**config.mk**
```make
export PLATFORM = sky130hd
export DESIGN_NAME = radix4_mult_arbiter
export DESIGN_NICKNAME = d
export VERILOG_FILES = /design/src/rtl/radix4_mult_arbiter.sv
export SDC_FILE = /design/constraint.sdc
export NUM_CORES = 1
export LEC_CHECK = 0
export ABC_AREA = 1
export CORE_MARGIN = 2
export CORE_UTILIZATION = 57
export DETAILED_ROUTE_END_ITERATION = 8
export PLACE_DENSITY = 0.83
export SYNTH_ARGS = -nofsm -noshare
export SYNTH_HDL_FRONTEND = slang
export SYNTH_SLANG_ARGS = --single-unit
```
**constraint.sdc**
```tcl
create_clock -name clk -period 5.4 [get_ports clk]
set_input_delay 1.08 -clock clk [delete_from_list [all_inputs] [get_ports clk]]
set_output_delay 1.08 -clock clk [all_outputs]
set_load 0.01 [all_outputs]
```
**src/rtl/radix4_mult_arbiter.sv**
```systemverilog
// rtl/radix4_mult_arbiter.sv - two-requester arbiter sharing one radix-4 Booth 11x11 multiplier
//
// radix4_mult: combinational 11x11 unsigned multiplier, 22-bit product.
//   a_i  [10:0]  multiplicand
//   x_i  [10:0]  multiplier
//   p_o  [21:0]  a_i * x_i
//
// radix4_mult_arbiter: arbitrates two operand requesters onto the multiplier, registers
// operands and product, and returns the product to the requester that issued it.
//   clk, rst_n          clock (rising edge), asynchronous active-low reset
//   req_valid/req_ready per-requester operand handshake (bit i = requester i)
//   req_a/req_x         {a1,a0} / {x1,x0} operands
//   rsp_valid/rsp_ready per-requester product handshake
//   rsp_p               product, meaningful for the asserted rsp_valid bit
//   busy                high whenever an operation is in flight
//   op_count            completed response handshakes, wraps

module radix4_mult (
  input  logic [10:0] a_i,
  input  logic [10:0] x_i,
  output logic [21:0] p_o
);
  // x with an implicit zero below the LSB and a zero sign bit above the MSB, so
  // the Booth recoding of a signed number yields the unsigned product.
  logic [12:0] xe;
  logic [2:0]  trip;
  logic [21:0] pp;
  logic [21:0] acc;

  // All arithmetic is modulo 2^22; negative partial products wrap and cancel
  // because the true product always fits in 22 bits.
  always_comb begin
    xe   = {1'b0, x_i, 1'b0};
    trip = '0;
    pp   = '0;
    acc  = '0;
    for (int i = 0; i < 6; i++) begin
      trip = xe[2*i +: 3];
      case (trip)
        3'b001, 3'b010: pp = {11'b0, a_i};
        3'b011:         pp = {10'b0, a_i, 1'b0};
        3'b100:         pp = 22'd0 - {10'b0, a_i, 1'b0};
        3'b101, 3'b110: pp = 22'd0 - {11'b0, a_i};
        default:        pp = '0;
      endcase
      acc = acc + (pp << (2*i));
    end
    p_o = acc;
  end
endmodule

module radix4_mult_arbiter #(
  parameter int OP_W       = 11,
  parameter int FIXED_PRIO = 0,
  parameter int CNT_W      = 16
) (
  input  logic              clk,
  input  logic              rst_n,
  input  logic [1:0]        req_valid,
  output logic [1:0]        req_ready,
  input  logic [2*OP_W-1:0] req_a,
  input  logic [2*OP_W-1:0] req_x,
  output logic [1:0]        rsp_valid,
  input  logic [1:0]        rsp_ready,
  output logic [2*OP_W-1:0] rsp_p,
  output logic              busy,
  output logic [CNT_W-1:0]  op_count
);
  if (OP_W != 11) begin : g_bad_op_w
    $error("radix4_mult_arbiter: OP_W must be 11");
  end

  typedef enum logic [1:0] {IDLE, CALC, RESP} state_t;

  state_t            state_q, state_d;
  logic [OP_W-1:0]   a_q, a_d, x_q, x_d;
  logic              owner_q, owner_d;
  logic              last_q, last_d;
  logic              grant;
  logic [1:0]        rsp_valid_q, rsp_valid_d;
  logic [2*OP_W-1:0] rsp_p_q, rsp_p_d;
  logic [2*OP_W-1:0] prod;
  logic [CNT_W-1:0]  cnt_q, cnt_d;

  radix4_mult u_mult (
    .a_i (a_q),
    .x_i (x_q),
    .p_o (prod)
  );

  // Winner among the valid requesters; only consumed when at least one is valid.
  always_comb begin
    if (FIXED_PRIO != 0)   grant = ~req_valid[0];
    else if (&req_valid)   grant = ~last_q;
    else                   grant = req_valid[1];
  end

  always_comb begin
    state_d     = state_q;
    a_d         = a_q;
    x_d         = x_q;
    owner_d     = owner_q;
    last_d      = last_q;
    rsp_valid_d = rsp_valid_q;
    rsp_p_d     = rsp_p_q;
    cnt_d       = cnt_q;
    req_ready   = '0;
    unique case (state_q)
      IDLE: begin
        if (|req_valid) begin
          // Gated by rst_n so req_ready reads zero while reset is held.
          req_ready = rst_n ? (grant ? 2'b10 : 2'b01) : 2'b00;
          a_d       = grant ? req_a[2*OP_W-1:OP_W] : req_a[OP_W-1:0];
          x_d       = grant ? req_x[2*OP_W-1:OP_W] : req_x[OP_W-1:0];
          owner_d   = grant;
          last_d    = grant;
          state_d   = CALC;
        end
      end
      CALC: begin
        rsp_p_d     = prod;
        rsp_valid_d = owner_q ? 2'b10 : 2'b01;
        state_d     = RESP;
      end
      RESP: begin
        if (rsp_ready[owner_q]) begin
          rsp_valid_d = '0;
          cnt_d       = cnt_q + CNT_W'(1);
          state_d     = IDLE;
        end
      end
      default: state_d = IDLE;
    endcase
  end

  always_ff @(posedge clk or negedge rst_n) begin
    if (!rst_n) begin
      state_q     <= IDLE;
      a_q         <= '0;
      x_q         <= '0;
      owner_q     <= 1'b0;
      last_q      <= 1'b1;
      rsp_valid_q <= '0;
      rsp_p_q     <= '0;
      cnt_q       <= '0;
    end else begin
      state_q     <= state_d;
      a_q         <= a_d;
      x_q         <= x_d;
      owner_q     <= owner_d;
      last_q      <= last_d;
      rsp_valid_q <= rsp_valid_d;
      rsp_p_q     <= rsp_p_d;
      cnt_q       <= cnt_d;
    end
  end

  assign rsp_valid = rsp_valid_q;
  assign rsp_p     = rsp_p_q;
  assign busy      = (state_q != IDLE);
  assign op_count  = cnt_q;
endmodule

```
# [After elaboration in Yosys (flattened, before gate mapping)]
# Cells that the tools add are included.
[word_totals] memories=0 input_bits=50 wordCells=90 latch_bits=0 romBits=0 regBits=66 mem_bits_rw=0
[op_classes] reduce_logical=18 shift=0 bitwise_logic=1 n_addsub=8 n_mul=0 eq_ne=34 div_mod_pow=0 n_mux=20 magnitude_cmp=1
[op_table] op="$add 22x22->22" n=5
[op_table] op="$pmux 20 s4" n=1
[op_table] op="$pmux 18 s4" n=1
[op_table] op="$pmux 22 s3" n=1
[op_table] op="$pmux 16 s4" n=1
[op_table] op="$pmux 14 s4" n=1
[op_table] op="$eq 3x3->1 const B" n=12
[op_table] op="$eq 3x2->1 const B" n=8
[op_table] op="$pmux 12 s2" n=1
[op_table] op="$mux 11" n=2
[op_table] op="$reduce_or 2->1" n=10
[op_table] op="$add 16x1->16 const B" n=1
[op_table] op="$mux 2" n=7
[op_table] op="$sub 1x12->13 const A" n=1
[op_table] op="$eq 3x1->1 const B" n=4
[op_table] op="$sub 1x11->12 const A" n=1
[op_table] op="$eq 2x2->1 const B" n=5
[op_table] op="$reduce_and 2->1" n=5
[op_table] op="$eq 2x1->1 const B" n=3
[op_table] op="$pmux 2 s3" n=1
[op_table] op="$ne 2x2->1 const B" n=2
[op_table] op="$pmux 2 s2" n=1
[op_table] op="$reduce_bool 2->1" n=2
[op_table] op="$mux 1" n=3
[op_table] op="3 further kinds" n=3

# [Logic depth before layout (Yosys ltp)]
# Gate-level depths: netlist of run 1.
[depth] word_depth=8 ltp_mapped=29

# [Hierarchy]
# Synthesis of run 1 repeated with hierarchy kept, for this count alone.
[unflattened] cells_unflattened=1034 hier_area_um2=7427.1
[modules_own_cells] mod="radix4_mult" instances=1 seq_area_each_um2=0.0 cells_each=730 area_each_um2=4514.3
[modules_own_cells] mod="radix4_mult_arbiter" instances=1 seq_area_each_um2=1652.8 cells_each=304 area_each_um2=2912.8

# [Worst setup path before layout of run 1]
# Ideal clock, no wire load.
[synth_timing] kind="flip-flop to flip-flop" startpoint="reg a_q[1]" endpoint="reg rsp_p_q[12] (netlist: rsp_p[12])" setup_ns=0.118 t_arrival_ns=4.544 stages_incl_launch_ff=25 synth_period_minus_slack_ns=4.662 setup_slack_ns=0.738 path_buffers=2 t_required_ns=5.282 cell_sequence="dfrtp_1 inv_1 clkbuf_1 ha_1 inv_1 nor2_2 nand3_1 inv_1 nand2_1 clkbuf_1 nand3_1 nand3_1 fa_1 fa_1 inv_1 fa_1 inv_1 ha_1 nand2_1 inv_1 a21oi_1 nand2_1 or2_2 nand3_1 nand2_1"
[synth_via] elab_chain_len=7 elab_cells_between_ends=13 cone_classes="7 x add/sub; 6 x mux"
[synth_rtl] item="start: declaration" line="76" text="logic [OP_W-1:0] a_q, a_d, x_q, x_d;"
[synth_rtl] item="start signal: assignment" line="139" text="a_q <= '0;"
[synth_rtl] item="start signal: assignment" line="148" text="a_q <= a_d;"
[synth_rtl] item="$sub 1x12->13 or $sub 1x11->12 (tied branches)" line="42, 43"
[synth_rtl] item="$pmux 20 s4 or $pmux 22 s3 (tied branches)" line="39" text="case (trip)"
[synth_rtl] item="$add 22x22->22 (4 in series)" line="46" text="acc = acc + (pp << (2*i));"
[synth_rtl] item="$add 22x22->22 *" line="46"
[synth_rtl] item="end signal: assignment" line="153" text="rsp_p_q <= rsp_p_d;"
[synth_rtl] item="end: declaration" line="81" text="logic [2*OP_W-1:0] rsp_p_q, rsp_p_d;"
# Mark *: on every way between the ends. The rest lies on a longest branch, timed or not.
# A chain may end at the register's enable or synchronous reset.

# [Worst setup path after layout of run 1]
[layout_timing] startpoint="reg a_q[0]" endpoint="reg rsp_p_q[12] (netlist: rsp_p[12])"
# The elaborated chain is that of the path after synthesis.

==> results by group, run 1 <==
Run status
  • Status: finished, final reports clean

Die
  • Die area: 13500 um^2
  • Width of the die: 116 um
  • Chip height: 116 um
  • Initial standard-cell utilization of the core: 59.0%
  • Area of the core: 12100 um^2
  • # IOs: 93
  • Rows: 40

Timing
  • Worst rel slew slack: 31.6%
  • Final critical path time including I/O delays and setup: 5.00 ns
  • Measured slew at the worst slew-check pin: 1.03 ns
  • Final Hold Viols: 0
  • Hold Slack: 0.468 ns
  • Maximum clock skew at final layout: 0.00734 ns
  • Final Setup Violations: 0
  • Post-route worst setup slack: 0.398 ns
  • Final Slew Violations: 0
  • Unrepaired setup endpoints after global routing: no
  • Fmax: 0.200 GHz
  • Final worst-path cycle share: 92.6%
  • Total Negative Setup Slacks: 0 ns

Synthesis
  • Distinct cell type count after synthesis: 44
  • Post-synth ARST share: 100%
  • Sequential share of the synthesized area: 23.1%
  • #FFs+latches synth: 66
  • Top-area cell type share of the netlist area: 22.8%
  • Ranking of synthesized cells by area: dfrtp_1, fa_1, nand2_1, inv_1, ha_1
  • Synth warn: 0
  • Summed instance area of the synthesized netlist: 7150 um^2
  • Top flip-flop cell by instance count after synthesis: dfrtp_1
  • Leading post-synthesis cells by instance count: nand2_1, inv_1, nor2_1, dfrtp_1, nand3_1
  • Most repeated cell in the gate-level netlist after synthesis: nand2_1
  • Post-Syn Instances: 1008
  • Syn Area/Cell: 7.09 um^2
  • Synth Net Count: 1146
  • Cell type with the largest total area after synthesis: dfrtp_1
  • EDFF count, synth: 0

Worst hold path
  • Cell depth of the worst hold path: 2
  • Source of the worst hold timing path: last_q
  • Hold Path Sink: last_q
  • Class of the tightest hold or removal check: reg -> reg

Setup path
  • Reg2reg path depth: 22
  • R2r setup slk: 0.40 ns
  • Req. time, crit path: 5.64 ns
  • Peak fanout along the critical path: 10
  • First element of the critical path: a_q[0]
  • Worst Setup End Kind: flop
  • CP startpoint kind: flop
  • Worst R2R End: rsp_p[12]
  • Origin of the critical flop-to-flop path: a_q[0]
  • Type of the worst setup path: reg -> reg
  • Critical Path AT: 5.24 ns

Placed design
  • Placed cell area: 8280 um^2
  • Last weighted congestion value of the routability-driven placer: 0.982
  • Count of input and output buffers: 92
  • Detailed Place HPWL: 16.5 mm
  • Setup WS pre-CTS: 0.432 ns

Clock tree
  • Clock root cell: clkbuf_16
  • H-tree levels: 3
  • Total number of clock tree sinks: 66
  • Setup repair bufs after CTS: 0
  • TritonCTS clock tree: built
  • Clock slew at reported path FFs: 0.06 ns
  • Clock latency of the later-clocked register in the worst-skew pair: 0.35 ns
  • Clock buffer count from CTS: 9
  • Post_cts resized: 0
  • Maximum root-to-sink buffer count: 2
  • Total of hold buffers inserted after clock tree synthesis: 0

Finish
  • Antenna cells: 0
  • Layout area overhead: 20.6%
  • Layout cells sized above 1: 5.07%
  • Final design instance area without fill: 8620 um^2
  • Post-layout nets: 1238

Global routing
  • Number of global-route vias before repair: 7000
  • Total GRT Usage: 33.8%
  • First-pass GRT wire length: 35.0 mm
  • Overflow left after global routing: 0
  • Initial antenna violation count: 0
  • Largest net degree at the start of global routing: 44

Detailed routing
  • Remaining routing DRC violations: 0
  • Vias after detailed routing: 7198
  • Sum of routed wire length over all layers: 21.3 mm
  • Number of antenna-violating nets in the routed design: 0
  • Total iterations of the first detailed-routing run: 5
  • Violation count after the first detailed-routing iteration: 482
  • WL per Instance: 16.7 um
  • Vias/cell: 5.65

Flow run
  • Max-cap viol count: 0
[placed cells by master (no fill, tap or decap), drive strengths merged, types with 12 or more instances in the layout]
master,Yosys,routed
a21oi,41,41
nand2,266,266
dfrtp,65,65
inv,176,179
nor2,76,76
nor3,12,12
o22ai,54,54
o21ai,63,63
ha,34,34
fa,54,54
clkdlybuf4s50,0,91
buf,8,18
nand3,60,60
nand3b,22,22
[logic make-up (layout without fill, tap and decap cells)]
group / count (synthesis) / after routing / synth area share, %
buffers and inverters: 210 / 307 / 11.2
AND/OR/NAND/NOR: 445 / 445 / 27.2
adder cells (fa/ha/maj): 88 / 88 / 21.1
AO/OA/AOI/OAI: 181 / 181 / 14.8
XOR/XNOR: 18 / 18 / 2.57
flip-flops: 66 / 66 / 23.1
[critical path, stage by stage, from the launching register on]
cell and delay, ns:
dfrtp_1 0.49, inv_1 0.12, ha_1 0.19, inv_1 0.06
nor2_2 0.15, nand3_1 0.15, inv_1 0.10, nand4_1 0.38
nand3_1 0.24, o21ai_1 0.11, fa_1 0.52, fa_1 0.50
inv_1 0.06, fa_1 0.54, inv_1 0.05, ha_1 0.35
nand2_1 0.12, inv_1 0.06, a21oi_1 0.13, nand2_1 0.14
or2_2 0.31, nand3_1 0.07, nand2_1 0.05
[how the worst max path moves through the flow]
| stage | end | slack, ns | depth (start not counted) |
|---|---|---|---|
| floorplan | rsp_p[12] | 0.74 | 24 |
| global placement | rsp_p[19] | 0.50 | 23 |
| detailed placement | rsp_p[19] | 0.43 | 23 |
| CTS | rsp_p[19] | 0.43 | 23 |
| global route | rsp_p[12] | 0.006 | 25 |
| finish | rsp_p[12] | 0.40 | 22 |
[per-stage QoR]
stage                     utilization (%)  cells
after floorplan                         -   1008
after global placement               68.4   1257
after detailed placement             68.4   1257
after CTS                            71.1   1273
after global routing                 71.1   1273
final                                71.1   1273
[state kept, by name, summed over array words and instances (netlist names)]
register / count
rsp_p: 22
op_count: 16
a_q: 11
x_q: 11
rsp_valid: 2
state_q: 2
last_q: 1
owner_q: 1
[per-layer routing]
layer	GRT usage, %	part of all wire, %
met1	43.0	42
met2	54.5	46
met3	7.95	7.4
met4	16.3	4.2
met5	0	0
[area by class of cell]
class / count / area (um^2)
Fill cell: 1013 / 3490
Sequential cell: 66 / 1650
Timing Repair Buffer: 109 / 1040
Tap cell: 168 / 210
Multi-Input combinational cell: 732 / 4690
Clock buffer: 10 / 239
Clock inverter: 6 / 96.3
Inverter: 182 / 683
Power of run 1 is not shown: default switching activity piles up to over one toggle a cycle in this logic, so the estimate is an artifact.
==> inputs of run 2 (changes only) <==
--- a/config.mk
+++ b/config.mk
@@ -5,11 +5,11 @@
 export SDC_FILE = /design/constraint.sdc
 export NUM_CORES = 1
 export LEC_CHECK = 0
-export ABC_AREA = 1
+export ABC_AREA = 0
 export CORE_MARGIN = 2
-export CORE_UTILIZATION = 57
+export CORE_UTILIZATION = 58
 export DETAILED_ROUTE_END_ITERATION = 8
-export PLACE_DENSITY = 0.83
+export PLACE_DENSITY = 0.84
 export SYNTH_ARGS = -nofsm -noshare
 export SYNTH_HDL_FRONTEND = slang
 export SYNTH_SLANG_ARGS = --single-unit
==> run 2 against run 1 <==
The flow now finishes with violations (negative setup slack); clock skew grew 0.0083 ns; cell area is 18% higher; die area rose by 5.9%; register-to-register slack lost 0.44 ns; critical path depth is 2 lower; global-route usage is 0.29 points higher; synthesized cell count is 5.3% lower; critical endpoint is now rsp_p[19]; largest cell class unchanged; highest routed layer unchanged.
==> results by group, run 2 <==
Finish
  • Sequential Area: 1650 um^2 (unchanged)
  • Max reg flops: 22 (unchanged)
  • Final-layout fill cell count: 916 (-9.6%)
  • Final design instance area without fill: 10200 um^2 (+18%)
  • Area taken by multi-input logic gates: 5910 um^2 (+26%)
  • Antenna cells: 0 (unchanged)
  • Post-layout nets: 1226 (-0.97%)
  • Most common cell after layout, fill and taps aside: buf_4
  • Layout cells sized above 1: 19.6% (+15 points)
  • Fraction of the core area covered by cells at the end of the flow: 77.7% (+6.5 points)
  • Layout area overhead: 32.3%
  • Commonest non-fill, non-tap cells in the layout: buf_4, nand2_1, clkdlybuf4s50_1

Timing
  • Post-route worst setup slack: -0.0395 ns (-0.438 ns)
  • Final Slew Violations: 0 (unchanged)
  • Unrepaired setup endpoints after global routing: yes
  • Fmax: 0.184 GHz (-8.0%)
  • Final critical path time including I/O delays and setup: 5.44 ns (+0.438 ns)
  • Maximum clock skew at final layout: 0.0157 ns (+0.00832 ns)
  • Final worst-path cycle share: 101% (+8.1 points)
  • Final Setup Violations: 1 (+1)
  • Measured slew at the worst slew-check pin: 1.06 ns (+0.0357 ns)
  • Final Hold Viols: 0 (unchanged)
  • Worst rel slew slack: 29.1% (-2.5 points)

Die
  • Width of the die: 119 um (+2.9%)
  • Initial standard-cell utilization of the core: 58.7% (-0.29 points)
  • # IOs: 93 (unchanged)
  • Die area: 14200 um^2 (+5.9%)
  • Chip height: 119 um (+2.9%)
  • Rows: 42 (+5.0%)
  • Area of the core: 13100 um^2 (+8.5%)

Synthesis
  • Synth warn: 0 (unchanged)
  • EDFF count, synth: 0 (unchanged)
  • Top flip-flop cell by instance count after synthesis: dfrtp_1
  • Ranking of synthesized cells by area: dfrtp_1, fa_1, ha_1, mux2i_1, nand2_1
  • Distinct cell type count after synthesis: 64 (+45%)
  • Most repeated cell in the gate-level netlist after synthesis: nand2_1
  • Top-area cell type share of the netlist area: 21.1% (-1.7 points)
  • Cell type with the largest total area after synthesis: dfrtp_1
  • Post-synth ARST share: 100% (unchanged)
  • Post-Syn Instances: 955 (-5.3%)
  • #FFs+latches synth: 66 (unchanged)
  • Sequential share of the synthesized area: 21.4% (-1.7 points)
  • Synth Net Count: 1093 (-4.6%)
  • Leading post-synthesis cells by instance count: nand2_1, inv_1, nor2_1, clkbuf_1, a21oi_1
  • Summed instance area of the synthesized netlist: 7710 um^2 (+7.9%)
  • Syn Area/Cell: 8.08 um^2 (+14%)

Global routing
  • Initial antenna violation count: 0 (unchanged)
  • Total GRT Usage: 34.1% (+0.29 points)
  • Number of global-route vias before repair: 7585 (+8.4%)
  • Overflow left after global routing: 0 (unchanged)
  • Largest net degree at the start of global routing: 67 (+52%)
  • First-pass GRT wire length: 38.2 mm (+9.1%)

Setup path
  • First element of the critical path: a_q[0]
  • Critical Path AT: 5.66 ns (+0.42 ns)
  • Peak fanout along the critical path: 2 (-8)
  • CP startpoint kind: flop
  • Critical path endpoint: rsp_p[19]
  • Req. time, crit path: 5.62 ns (-0.02 ns)
  • Worst R2R End: rsp_p[19]
  • Reg2reg path depth: 20 (-9.1%)
  • Origin of the critical flop-to-flop path: a_q[0]
  • R2r setup slk: -0.04 ns (-0.44 ns)
  • Type of the worst setup path: reg -> reg
  • Worst Setup End Kind: flop

Detailed routing
  • WL per Instance: 19.6 um (+17%)
  • Violation count after the first detailed-routing iteration: 806 (+67%)
  • Total iterations of the first detailed-routing run: 6 (+1)
  • Vias/cell: 6.18 (+9.2%)
  • Number of antenna-violating nets in the routed design: 0 (unchanged)
  • Sum of routed wire length over all layers: 24.9 mm (+17%)
  • Remaining routing DRC violations: 0 (unchanged)
  • Vias after detailed routing: 7839 (+8.9%)

Clock tree
  • Clock latency of the later-clocked register in the worst-skew pair: 0.35 ns (about the same)
  • TritonCTS clock tree: built
  • Clock buffer count from CTS: 9 (unchanged)
  • Maximum root-to-sink buffer count: 2 (unchanged)
  • Clock slew at reported path FFs: 0.06 ns (about the same)
  • H-tree levels: 3 (unchanged)
  • Total number of clock tree sinks: 66 (unchanged)
  • Clock root cell: clkbuf_16
  • Total of hold buffers inserted after clock tree synthesis: 0 (unchanged)

Worst hold path
  • Class of the tightest hold or removal check: reg -> reg

Flow run
  • Max-cap viol count: 0 (unchanged)

Placed design
  • Last weighted congestion value of the routability-driven placer: 1.02 (+3.7%)
  • Count of input and output buffers: 92 (unchanged)
  • Placed cell area: 9330 um^2 (+13%)
  • Setup WS pre-CTS: -0.226 ns (-0.658 ns)
  • Detailed Place HPWL: 17.6 mm (+7.1%)

Run status
  • Status: finished with violations
  • Failing checks: negative setup slack
[run 2: changes by cell type in the layout (fill, tap and decap cells not counted), moves of 22 or more]
| cell | delta |
|---|---|
| xnor2_1 | +23 |
| nand3_1 | -43 |
| inv_1 | -86 |
| a221oi_1 | +22 |
| buf_4 | +85 |
| mux2i_1 | +41 |
| nand2_1 | -170 |
| o22ai_1 | -47 |
[run 2: layer usage]
layer	global-route usage, %	up-vias	part of all wire [%]
met4	15.1	0	4.5
met1	43.8	3681	40
met3	7.04	96	9.3
met2	55.6	487	47
met5	0	-	0
li1	-	3575	-
[run 2: how the worst min path moves through the flow]
stage,start,endpoint,slack [ns],depth (start not counted)
6_report,op_count[15],op_count[15],0.48,1
5_1_grt,rsp_p[7],rsp_p[7],0.50,2
4_1_cts,rsp_p[20],rsp_p[20],0.48,2
3_5_place_dp,rsp_p[5],rsp_p[5],0.47,2
3_3_place_gp,op_count[15],op_count[15],0.46,1
2_1_floorplan,owner_q,rsp_valid[0],0.47,1
[run 2: final cells by class]
cell class,count,share of cell area (%)
flip-flops and latches,66,16.2
repair buffers,202,17.5
clock buffers,10,2.24
well taps,176,2.16
multi-input cells,714,57.9
inverters,95,3.54
clock inverters,6,0.417
[run 2: metrics by stage]
step	std cells	TNS [ns]	hold slack (ns)
2_1_floorplan	955	-0.155	0.473
3_3_place_gp	1239	-0.269	0.460
3_5_place_dp	1239	-1.05	0.469
4_1_cts	1262	0	0.482
5_1_grt	1269	-0.820	0.497
6_report	1269	-0.0395	0.479
[run 2: worst max-delay path, cell delays in order, from the launching register on]
cell and delay [ns]:
dfrtp_1 0.40, inv_2 0.08, ha_4 0.12, or4b_4 0.48
buf_6 0.14, nor4_4 0.32, buf_4 0.18, xor2_2 0.15
buf_4 0.13, mux2i_1 0.06, a211o_1 0.33, fa_1 0.48
fa_1 0.49, inv_1 0.05, fa_1 0.49, inv_2 0.05
ha_4 0.21, a21o_1 0.19, or4b_4 0.48, o211a_1 0.21
or3_1 0.30
[run 2: cell families (layout without fill, tap and decap cells)]
| family | after synthesis | in the layout | synth area share (%) |
|---|---|---|---|
| AND/OR/NAND/NOR | 275 | 275 | 16.9 |
| AO/OA/AOI/OAI | 252 | 252 | 21.3 |
| buffers and inverters | 175 | 313 | 8.68 |
| adder cells (fa/ha/maj) | 88 | 88 | 19.5 |
| flip-flops | 66 | 66 | 21.4 |
| XOR/XNOR | 53 | 53 | 6.12 |
| multiplexers | 46 | 46 | 6.03 |
[run 2: what timing repair did]
action | in CTS | in global routing
pin swaps | 8 | 46
endpoints found under the setup margin | 10 | 10
gates resized for setup | 23 | 79
buffers inserted | 7 | 8
Power of run 2 is left out for the same reason.
==> inputs of run 3 (changes only) <==
==> constraint.sdc (replaced) <==
create_clock -name clk -period 6 [get_ports clk]
set_input_delay 1.2 -clock clk [delete_from_list [all_inputs] [get_ports clk]]
set_output_delay 1.2 -clock clk [all_outputs]
set_load 0.01 [all_outputs]
==> run 3 against run 2 <==
The flow now finishes without violations; utilization fell by 5.7 points; clock skew down 0.0054 ns; non-clock buffer count fell by 37; critical path depth shrank 4; critical path type unchanged.
==> results by group, run 3 (same netlist as run 2, synthesis figures left out) <==
Setup path
  • Crit path cell chain: buf_4 > or4_1 > nor3_1 > xnor2_1 > mux2i_1 > o31ai_1 > fa_1 > fa_1 > inv_1 > fa_1 > inv_1 > ha_1 > o2111ai_1 > a21oi_1 > a41oi_1 > or3_1
  • Type of the worst setup path: reg -> reg
  • Master of the slowest instance on the critical path: or4_1
  • Critical Path AT: 5.97 ns (+0.31 ns)
  • Peak fanout along the critical path: 7 (+5)
  • Worst Setup End Kind: flop
  • CP startpoint kind: flop
  • Req. time, crit path: 6.24 ns (+0.62 ns)
  • Most frequent cell on the critical path: fa_1
  • Delay of the slowest cell on the worst path: 0.64 ns (+0.15 ns)

Clock tree
  • Total of hold buffers inserted after clock tree synthesis: 0 (unchanged)
  • Clock root cell: clkbuf_16
  • Post_cts resized: 0 (-100%)
  • Total number of clock tree sinks: 66 (unchanged)
  • Clock slew at reported path FFs: 0.07 ns (about the same)
  • Setup repair bufs after CTS: 0 (-7)
  • Maximum root-to-sink buffer count: 2 (unchanged)
  • TritonCTS clock tree: built
  • Clock buffer count from CTS: 9 (unchanged)
  • H-tree levels: 3 (unchanged)
  • Clock latency of the later-clocked register in the worst-skew pair: 0.35 ns (about the same)

Placed design
  • Detailed Place HPWL: 18.8 mm (+6.8%)
  • Count of input and output buffers: 92 (unchanged)
  • Setup WS pre-CTS: 0.235 ns (+0.462 ns)
  • Last weighted congestion value of the routability-driven placer: 0.999 (-1.8%)

Die
  • Width of the die: 119 um (unchanged)
  • Initial standard-cell utilization of the core: 58.7% (unchanged)
  • Rows: 42 (unchanged)
  • Chip height: 119 um (unchanged)
  • Die area: 14200 um^2 (unchanged)
  • Area of the core: 13100 um^2 (unchanged)
  • # IOs: 93 (unchanged)

Global routing
  • Initial antenna violation count: 0 (unchanged)
  • Overflow left after global routing: 0 (unchanged)
  • Largest net degree at the start of global routing: 48 (-28%)
  • Total GRT Usage: 36.5% (+2.4 points)
  • Number of global-route vias before repair: 7569 (-0.21%)
  • First-pass GRT wire length: 40.6 mm (+6.3%)

Detailed routing
  • Vias after detailed routing: 7613 (-2.9%)
  • WL per Instance: 20.2 um (+2.9%)
  • Remaining routing DRC violations: 0 (unchanged)
  • Vias/cell: 6.18 (about the same)
  • Number of antenna-violating nets in the routed design: 0 (unchanged)
  • Violation count after the first detailed-routing iteration: 830 (+3.0%)
  • Total iterations of the first detailed-routing run: 7 (+1)
  • Sum of routed wire length over all layers: 24.8 mm (-0.13%)

Timing
  • Final Setup Violations: 0 (-1)
  • Measured slew at the worst slew-check pin: 1.03 ns (-0.0278 ns)
  • Final worst-path cycle share: 95.6% (-5.2 points)
  • Total Negative Setup Slacks: 0 ns (+0.0395 ns)
  • Final Hold Viols: 0 (unchanged)
  • Final Slew Violations: 0 (unchanged)
  • Unrepaired setup endpoints after global routing: no
  • Worst rel slew slack: 31.0% (+1.9 points)
  • Post-route worst setup slack: 0.266 ns (+0.305 ns)
  • Maximum clock skew at final layout: 0.0103 ns (-0.00540 ns)
  • Final critical path time including I/O delays and setup: 5.73 ns (+0.295 ns)
  • Fmax: 0.174 GHz (-5.1%)
  • Hold Slack: 0.476 ns (-0.00300 ns)

Finish
  • Commonest non-fill, non-tap cells in the layout: nand2_1, inv_1, clkdlybuf4s50_1
  • Post-layout nets: 1189 (-3.0%)
  • Most common cell after layout, fill and taps aside: nand2_1
  • Layout area overhead: 22.6%
  • Final-layout fill cell count: 1072 (+17%)
  • Max reg flops: 22 (unchanged)
  • Fraction of the core area covered by cells at the end of the flow: 72.0% (-5.7 points)
  • Layout cells sized above 1: 10.6% (-9.0 points)
  • Antenna cells: 0 (unchanged)

Worst hold path
  • Class of the tightest hold or removal check: reg -> reg

Flow run
  • Max-cap viol count: 0 (unchanged)

Run status
  • Status: finished, final reports clean
## run 3: path summary, 6_finish.rpt
kind	from	end	slack, ns	depth (start not counted)
worst max-delay path	a_q[1]	rsp_p[17]	0.27	16
worst min-delay path	rsp_p[6]	rsp_p[6]	0.48	2
worst max register to register	a_q[1]	rsp_p[17]	0.27	16
worst min register to register	rsp_p[6]	rsp_p[6]	0.48	2
max in group asynchronous	rst_n	rsp_p[20]	4.15	2
min in group asynchronous	rst_n	rsp_p[1]	0.89	1
## run 3: through the flow
step,instances,instance area [um^2]
6_report,1232,9460
5_1_grt,1232,9460
4_1_cts,1232,9430
3_5_place_dp,1216,9120
3_3_place_gp,1216,9120
2_1_floorplan,955,7710
## run 3: layout make-up
| cell class | count | area, um^2 | area share (%) |
|---|---|---|---|
| well taps | 176 | 220 | 2.33 |
| flip-flops and latches | 66 | 1650 | 17.5 |
| clock inverters | 7 | 85.1 | 0.899 |
| multi-input cells | 714 | 5440 | 57.5 |
| clock buffers | 9 | 225 | 2.38 |
| repair buffers | 165 | 1480 | 15.6 |
| inverters | 95 | 357 | 3.77 |
## run 3: per-layer routing
metal  vias up  part of all wire, %  track usage, %
li1       3504                    -               -
met1      3594                   40            48.0
met2       437                   46            58.5
met3        78                  9.9            8.81
met4         0                  3.6            13.5
met5         -                    0               0
## run 3: critical path, delay by kind of cell (launching register included)
| family | cells | cell delay [ns] |
|---|---|---|
| DFF | 1 | 0.44 |
| adders and majority gates | 4 | 1.90 |
| muxes | 1 | 0.15 |
| AOI/OAI and AO/OA | 4 | 1.11 |
| and+or+nand+nor | 3 | 1.40 |
| buffers and inverters | 3 | 0.28 |
| xor gates and xnor gates | 1 | 0.33 |
Power of run 3 is left out for the same reason.
